===== config.mk =====
export PLATFORM = sky130hd
export DESIGN_NAME = black_bean_core_flat
export DESIGN_NICKNAME = d
export VERILOG_FILES = /design/src/rtl/black_bean_core_pkg.sv /design/src/rtl/black_bean_core_if.sv /design/src/rtl/black_bean_core_alu.sv /design/src/rtl/black_bean_core.sv /design/src/flat_wrapper.sv
export SDC_FILE = /design/constraint.sdc
export NUM_CORES = 1
export LEC_CHECK = 0
export CAP_MARGIN = 25
export CORE_MARGIN = 4
export CORE_UTILIZATION = 45
export DETAILED_ROUTE_END_ITERATION = 7
export PLACE_DENSITY_LB_ADDON = 0.12
export SKIP_LAST_GASP = 1
export SLEW_MARGIN = 5
export SYNTH_ARGS = -nofsm -noshare
export SYNTH_HDL_FRONTEND = slang
export SYNTH_SLANG_ARGS = --single-unit

===== constraint.sdc =====
create_clock -name clk -period 4.6 [get_ports clk]
set_clock_uncertainty 0.1 [all_clocks]
set_input_delay 0.92 -clock clk [delete_from_list [all_inputs] [get_ports clk]]
set_output_delay 0.92 -clock clk [all_outputs]
set_load 0.01 [all_outputs]

===== src/rtl/black_bean_core_pkg.sv =====
// -----------------------------------------------------------------------------
// black_bean_core_pkg
// Shared definitions for the black_bean 8-bit accumulator/register CPU:
// datapath width, register-index width, opcode encoding, FSM state encoding
// and a helper that tells whether an opcode carries a second (operand) byte.
//
// Optional feature macro: BLACK_BEAN_HALT_EN
//   defined   -> the HALT state exists and opcode F stops the core
//   undefined -> no HALT state; opcode F is a one-byte NOP
// -----------------------------------------------------------------------------
package black_bean_core_pkg;

   localparam int DATA_WIDTH = 8;
   localparam int REG_IDX_W  = 2;
   localparam int NUM_REGS   = 1 << REG_IDX_W;

   // Every 4-bit value is named so a cast from the instruction byte is always legal.
   typedef enum logic [3:0] {
      OP_NOP  = 4'h0,
      OP_LDI  = 4'h1,
      OP_LD   = 4'h2,
      OP_ST   = 4'h3,
      OP_MOV  = 4'h4,
      OP_ADD  = 4'h5,
      OP_SUB  = 4'h6,
      OP_AND  = 4'h7,
      OP_OR   = 4'h8,
      OP_XOR  = 4'h9,
      OP_NOT  = 4'hA,
      OP_JMP  = 4'hB,
      OP_JZ   = 4'hC,
      OP_JC   = 4'hD,
      OP_RSVD = 4'hE,
      OP_HALT = 4'hF
   } op_e;

`ifdef BLACK_BEAN_HALT_EN
   typedef enum logic [1:0] {
      ST_FETCH   = 2'd0,
      ST_OPERAND = 2'd1,
      ST_EXEC    = 2'd2,
      ST_HALT    = 2'd3
   } state_e;
`else
   typedef enum logic [1:0] {
      ST_FETCH   = 2'd0,
      ST_OPERAND = 2'd1,
      ST_EXEC    = 2'd2
   } state_e;
`endif

   // Ops whose second byte is an immediate or an address.
   function automatic logic is_two_byte(input op_e op);
      return (op inside {OP_LDI, OP_LD, OP_ST, OP_JMP, OP_JZ, OP_JC});
   endfunction

endpackage


===== src/rtl/black_bean_core_if.sv =====
// -----------------------------------------------------------------------------
// black_bean_core_if
// Unified memory port shared by instruction fetch and data load/store.
//   IO_MEM_R_DATA  memory -> core, combinational read of IO_MEM_ADDR
//   IO_MEM_W_DATA  core -> memory, store data
//   IO_MEM_ADDR    core -> memory, address
//   IO_MEM_R_EN    core -> memory, read-sample indication (informational)
//   IO_MEM_W_EN    core -> memory, one-cycle write strobe per store
// Modports: master (core side), slave (memory side).
// -----------------------------------------------------------------------------
interface black_bean_core_if;
   import black_bean_core_pkg::*;

   logic [DATA_WIDTH-1:0] IO_MEM_R_DATA;
   logic [DATA_WIDTH-1:0] IO_MEM_W_DATA;
   logic [DATA_WIDTH-1:0] IO_MEM_ADDR;
   logic                  IO_MEM_R_EN;
   logic                  IO_MEM_W_EN;

   modport master (
      input  IO_MEM_R_DATA,
      output IO_MEM_W_DATA,
      output IO_MEM_ADDR,
      output IO_MEM_R_EN,
      output IO_MEM_W_EN
   );

   modport slave (
      output IO_MEM_R_DATA,
      input  IO_MEM_W_DATA,
      input  IO_MEM_ADDR,
      input  IO_MEM_R_EN,
      input  IO_MEM_W_EN
   );

endinterface


===== src/rtl/black_bean_core_alu.sv =====
// -----------------------------------------------------------------------------
// black_bean_alu
// Purely combinational ALU for the register-register ops MOV..NOT.
//   op     in   opcode (only 4..A are meaningful here)
//   a      in   rd operand
//   b      in   rs operand
//   result out  value written back to rd
//   carry  out  ADD carry-out / SUB borrow, 0 for the logic ops
//   zero   out  result == 0
// -----------------------------------------------------------------------------
module black_bean_alu
   import black_bean_core_pkg::*;
(
   input  op_e                   op,
   input  logic [DATA_WIDTH-1:0] a,
   input  logic [DATA_WIDTH-1:0] b,
   output logic [DATA_WIDTH-1:0] result,
   output logic                  carry,
   output logic                  zero
);

   // One extra bit on ADD/SUB captures carry-out, and for subtraction that
   // top bit is set exactly when a < b, i.e. it is the borrow.
   always_comb begin
      result = '0;
      carry  = 1'b0;
      case (op)
         OP_MOV:  result = b;
         OP_ADD:  {carry, result} = {1'b0, a} + {1'b0, b};
         OP_SUB:  {carry, result} = {1'b0, a} - {1'b0, b};
         OP_AND:  result = a & b;
         OP_OR:   result = a | b;
         OP_XOR:  result = a ^ b;
         OP_NOT:  result = ~a;
         default: result = '0;
      endcase
   end

   assign zero = (result == '0);

endmodule


===== src/rtl/black_bean_core.sv =====
// -----------------------------------------------------------------------------
// black_bean_core
// Multi-cycle 8-bit register CPU: FETCH -> [OPERAND] -> EXEC -> FETCH.
// One-byte ops take 2 cycles, two-byte ops 3 cycles.
//   clk       in   rising-edge clock
//   rst       in   asynchronous active-high reset
//   mem_bus   master modport of black_bean_core_if (unified memory port)
//   o_halted  out  core stopped (always 0 when HALT is not built)
// Parameters: DATA_WIDTH (8), RESET_PC (8'h00).
// Optional feature macro: BLACK_BEAN_HALT_EN (opcode F halts the core).
// -----------------------------------------------------------------------------
module black_bean_core #(
   parameter int                                 DATA_WIDTH = black_bean_core_pkg::DATA_WIDTH,
   parameter logic [DATA_WIDTH-1:0]              RESET_PC   = '0
) (
   input  logic               clk,
   input  logic               rst,
   black_bean_core_if.master  mem_bus,
   output logic               o_halted
);
   import black_bean_core_pkg::*;

   state_e                state_q;
   state_e                state_d;
   logic [DATA_WIDTH-1:0] pc_q;
   logic [DATA_WIDTH-1:0] ir_q;
   logic [DATA_WIDTH-1:0] opr_q;
   logic [DATA_WIDTH-1:0] regs_q [NUM_REGS];
   logic                  z_q;
   logic                  c_q;

   op_e                   cur_op;
   op_e                   fetch_op;
   logic [REG_IDX_W-1:0]  rd_idx;
   logic [REG_IDX_W-1:0]  rs_idx;
   logic [DATA_WIDTH-1:0] alu_result;
   logic                  alu_carry;
   logic                  alu_zero;

   assign cur_op   = op_e'(ir_q[7:4]);
   assign fetch_op = op_e'(mem_bus.IO_MEM_R_DATA[7:4]);
   assign rd_idx   = ir_q[3:2];
   assign rs_idx   = ir_q[1:0];

   black_bean_alu u_alu (
      .op     (cur_op),
      .a      (regs_q[rd_idx]),
      .b      (regs_q[rs_idx]),
      .result (alu_result),
      .carry  (alu_carry),
      .zero   (alu_zero)
   );

   // State register; reset drops straight into FETCH so the first fetch from
   // RESET_PC happens in the cycle after reset is released.
   always_ff @(posedge clk or posedge rst) begin
      if (rst) begin
         state_q <= ST_FETCH;
      end else begin
         state_q <= state_d;
      end
   end

   // Next-state logic. In FETCH the opcode is still on the read bus, not yet
   // in IR, so the one/two-byte decision looks at the incoming byte.
   always_comb begin
      state_d = state_q;
      case (state_q)
         ST_FETCH:   state_d = is_two_byte(fetch_op) ? ST_OPERAND : ST_EXEC;
         ST_OPERAND: state_d = ST_EXEC;
         ST_EXEC: begin
`ifdef BLACK_BEAN_HALT_EN
            state_d = (cur_op == OP_HALT) ? ST_HALT : ST_FETCH;
`else
            state_d = ST_FETCH;
`endif
         end
`ifdef BLACK_BEAN_HALT_EN
         ST_HALT:    state_d = ST_HALT;
`endif
         default:    state_d = ST_FETCH;
      endcase
   end

   // Memory port and status outputs, purely from state and registers. The
   // default address is PC, which also gives RESET_PC on the bus while reset
   // is held. Only EXEC of LD/ST redirects the address to the operand byte.
   always_comb begin
      mem_bus.IO_MEM_ADDR   = pc_q;
      mem_bus.IO_MEM_W_DATA = '0;
      mem_bus.IO_MEM_R_EN   = 1'b0;
      mem_bus.IO_MEM_W_EN   = 1'b0;
      o_halted              = 1'b0;
      case (state_q)
         ST_FETCH, ST_OPERAND: mem_bus.IO_MEM_R_EN = 1'b1;
         ST_EXEC: begin
            if (cur_op == OP_LD) begin
               mem_bus.IO_MEM_ADDR = opr_q;
               mem_bus.IO_MEM_R_EN = 1'b1;
            end else if (cur_op == OP_ST) begin
               mem_bus.IO_MEM_ADDR   = opr_q;
               mem_bus.IO_MEM_W_DATA = regs_q[rd_idx];
               mem_bus.IO_MEM_W_EN   = 1'b1;
            end
         end
`ifdef BLACK_BEAN_HALT_EN
         ST_HALT: o_halted = 1'b1;
`endif
         default: ;
      endcase
   end

   // Architectural state updates. PC wraps naturally at 8 bits, so an operand
   // sitting at 0x00 after an opcode at 0xFF needs no special handling.
   // MOV writes rd but leaves flags alone; ops 5..A update both Z and C.
   // Branches only reload PC, which already points past the operand byte.
   always_ff @(posedge clk or posedge rst) begin
      if (rst) begin
         pc_q   <= RESET_PC;
         ir_q   <= '0;
         opr_q  <= '0;
         z_q    <= 1'b0;
         c_q    <= 1'b0;
         for (int i = 0; i < NUM_REGS; i++) begin
            regs_q[i] <= '0;
         end
      end else begin
         case (state_q)
            ST_FETCH: begin
               ir_q <= mem_bus.IO_MEM_R_DATA;
               pc_q <= pc_q + 1'b1;
            end
            ST_OPERAND: begin
               opr_q <= mem_bus.IO_MEM_R_DATA;
               pc_q  <= pc_q + 1'b1;
            end
            ST_EXEC: begin
               case (cur_op)
                  OP_LDI: regs_q[rd_idx] <= opr_q;
                  OP_LD:  regs_q[rd_idx] <= mem_bus.IO_MEM_R_DATA;
                  OP_MOV: regs_q[rd_idx] <= alu_result;
                  OP_ADD, OP_SUB, OP_AND, OP_OR, OP_XOR, OP_NOT: begin
                     regs_q[rd_idx] <= alu_result;
                     z_q            <= alu_zero;
                     c_q            <= alu_carry;
                  end
                  OP_JMP: pc_q <= opr_q;
                  OP_JZ:  if (z_q) pc_q <= opr_q;
                  OP_JC:  if (c_q) pc_q <= opr_q;
                  default: ;
               endcase
            end
            default: ;
         endcase
      end
   end

endmodule


===== src/flat_wrapper.sv =====
// flat-port wrapper written by rule: the top's interface ports become plain ports
module black_bean_core_flat import black_bean_core_pkg::*;
#(
   parameter int                                 DATA_WIDTH = black_bean_core_pkg::DATA_WIDTH,
   parameter logic [DATA_WIDTH-1:0]              RESET_PC   = '0
)
  (clk, rst, o_halted, mem_bus_IO_MEM_R_DATA, mem_bus_IO_MEM_W_DATA, mem_bus_IO_MEM_ADDR, mem_bus_IO_MEM_R_EN, mem_bus_IO_MEM_W_EN);
  black_bean_core_if mem_bus_i ();
  input  logic clk;
  input  logic rst;
  output logic o_halted;
  input wire logic [$bits(mem_bus_i.IO_MEM_R_DATA)-1:0] mem_bus_IO_MEM_R_DATA;
  output wire logic [$bits(mem_bus_i.IO_MEM_W_DATA)-1:0] mem_bus_IO_MEM_W_DATA;
  output wire logic [$bits(mem_bus_i.IO_MEM_ADDR)-1:0] mem_bus_IO_MEM_ADDR;
  output wire logic [$bits(mem_bus_i.IO_MEM_R_EN)-1:0] mem_bus_IO_MEM_R_EN;
  output wire logic [$bits(mem_bus_i.IO_MEM_W_EN)-1:0] mem_bus_IO_MEM_W_EN;
  assign mem_bus_i.IO_MEM_R_DATA = mem_bus_IO_MEM_R_DATA;
  assign mem_bus_IO_MEM_W_DATA = mem_bus_i.IO_MEM_W_DATA;
  assign mem_bus_IO_MEM_ADDR = mem_bus_i.IO_MEM_ADDR;
  assign mem_bus_IO_MEM_R_EN = mem_bus_i.IO_MEM_R_EN;
  assign mem_bus_IO_MEM_W_EN = mem_bus_i.IO_MEM_W_EN;
  black_bean_core #(.DATA_WIDTH(DATA_WIDTH), .RESET_PC(RESET_PC)) u_core (.clk(clk), .rst(rst), .mem_bus(mem_bus_i), .o_halted(o_halted));
endmodule

==> metrics.cfg <==
[run_status]
status = complete, no violations

[synth]
ys_seq_area_frac = 0.327
ys_warn_count = 0
netlist_area_mm2 = 0.00459
avgSynthCellArea_um2 = 9.49
ys_ff_latch = 60
ys_async_sr_fraction = 1.00
synth_edf_count = 0
synth_flop_cell = dfrtp_1
synth_nets = 521
yosysTopAreaCellShare = 0.327
post-synth-top-area-cell = dfrtp_1
yosys-top-cells-area = dfrtp_1 33%, mux2_2 10%, mux4_2 6.9%
synthCells = 484
synth_cell_types = 62

[sta]
max_freq_ghz = 0.252
slew_headroom = 0.354
rsz0062_at_grt = no
hold_viol_final = 0
setup_viol = 0
fin_crit_ns = 3.97
fin_crit_sh = 0.863
maxSlewViolCount = 0
tightest_slew_ns = 0.966
tns_ns = 0

[clock_tree]
clk_pin_slew_ns = 0.06
post_cts.repair.setup_buffers = 0
h-tree-depth = 3
cts_hold_buf = 0
cts_tree = done
numCtsBuffers = 9
clock_path_buffers = 2
worst_skew_pair.late_latency_ns = 0.35
cts-resized-gates = 0
cts_root_buf = clkbuf_8
numClockSinks = 60

[routing]
detail_route.first_pass.iterations = 4
drc = 0
via_per_inst = 6.09
vias = 3916
avgRoutedWirePerCell_um = 19.8
drt_iter0_markers = 264
routed_wl_um = 12700
ant_nets = 0

[cells_and_area]
antenna_cells = 0
finish.utilization = 0.527
fin_nets = 544
area_growth_pct = 13.1
fill_cells = 900
finalInstanceArea_mm2 = 0.00519
layout-drive-gt1-share = 0.186

[worst_setup_path]
critPathKind = register to register
endpoint_kind = register
critical_path_arrival_ns = 4.09
start_kind = register
crit_fanout = 9
worst_ep_required_time_ns = 4.73

[placement]
numPortBuffers = 27
placed_area_mm2 = 0.00498
place.detailed.hpwl_um = 9670
gp_congestion = 0.888

[global_route]
grt_start_max_net_pins = 43
grt_util_all_layers = 0.227
grt_pass1_wl_um = 20600
overflow = 0
grt_antenna_before_repair = 0
grt_pass1_vias = 3756

[floorplan]
core-area_mm2 = 0.00986
start_util = 0.466
dieArea_mm2 = 0.0119
num_rows = 36
die_y_um = 109
die_w_um = 109
io_pins = 29

[hold_path]
hold_class = register to register

[flow_run]
maxCapViolCount = 0

[layout by cell type (no fill, tap or decap), drive strengths merged, types with 6 or more instances in the layout]
cell,synthesis,routed
a21oi,36,36
a221o,7,7
a22oi,7,7
a31oi,14,14
buf,18,15
clkbuf,12,13
clkdlybuf4s50,0,27
dfrtp,60,60
ha,25,25
inv,26,26
mux2,41,41
mux2i,13,13
mux4,14,14
nand2,29,29
nand2b,8,8
nor2,51,51
nor2b,9,9
nor3,7,7
o21ai,23,23
o22ai,6,6
[layer usage]
metal / vias to the layer above / track usage / part of all wire
met2: 121 / 0.354 / 0.47
met5: - / 0 / 0
met3: 19 / 0.0414 / 0.052
met1: 1937 / 0.319 / 0.46
met4: 0 / 0.0757 / 0.020
li1: 1839 / - / -
[per-stage QoR]
| step | setup WS, ns | hold slack [ns] | cells |
|---|---|---|---|
| 2_1_floorplan | 0.987 | 0.380 | 484 |
| 3_3_place_gp | 0.708 | 0.410 | 628 |
| 3_5_place_dp | 0.670 | 0.421 | 628 |
| 4_1_cts | 0.638 | 0.433 | 642 |
| 5_1_grt | 0.365 | 0.453 | 643 |
| 6_report | 0.630 | 0.430 | 643 |
[kinds of logic after synthesis]
| family | Yosys count | synth area share |
|---|---|---|
| other | 1 | 0.000816 |
| muxes | 68 | 0.197 |
| xor gates and xnor gates | 2 | 0.00381 |
| buffers and inverters | 57 | 0.0564 |
| adders and majority gates | 27 | 0.0768 |
| DFF | 60 | 0.327 |
| and+or+nand+nor | 134 | 0.140 |
| AOI/OAI and AO/OA | 135 | 0.198 |
[critical path, stage by stage, from the launching register on]
cell and delay, ns:
dfrtp_1 0.66, mux4_2 0.66, inv_1 0.12, ha_1 0.27, o21ba_1 0.22, or4_4 0.42
and3_4 0.19, a221o_1 0.34, a22o_1 0.23, a221o_1 0.34, mux2_2 0.29
[cells in the mapped netlist, types with 3 or more instances]
cell type	n
a221o_1	7
inv_1	24
mux2_2	41
nor3b_1	4
mux4_2	14
mux2i_1	13
nor2b_1	8
buf_6	3
a22oi_1	7
clkbuf_1	12
dfrtp_1	60
o22ai_1	6
o21ai_1	3
a211oi_1	5
o21bai_1	3
or3_1	4
a31oi_1	14
nand4_1	4
ha_1	25
buf_4	3
nand2_1	29
a221oi_1	5
o21ai_0	20
nor3_1	7
and2_1	4
nor2_1	51
a32oi_1	5
a21oi_1	36
nand3_1	5
o21a_1	3
buf_1	3
buf_2	9
nand2b_1	8
[final cells by class]
type	instances	area (um^2)	area share
clock buffers	13	179	0.0344
clock inverters	1	30.0	0.00578
inverters	27	101	0.0195
multi-input cells	367	2830	0.545
flip-flops and latches	60	1500	0.289
well taps	133	166	0.0320
repair buffers	42	383	0.0737
[final timing paths]
| path | from | end | slack [ns] | cells after the start |
|---|---|---|---|---|
| setup / recovery | u_core.ir_q[1] | register | 0.63 | 10 |
| min in group asynchronous | rst | u_core.pc_q[1] | 0.96 | 2 |
| hold reg to reg | register | register | 0.43 | 1 |
| setup reg to reg | u_core.ir_q[1] | register | 0.63 | 10 |
| max in group asynchronous | rst | u_core.state_q[0] | 2.64 | 3 |
| hold / removal | register | register | 0.43 | 1 |
Power is not shown: default switching activity piles up to over one toggle a cycle in this logic, so the estimate is an artifact.
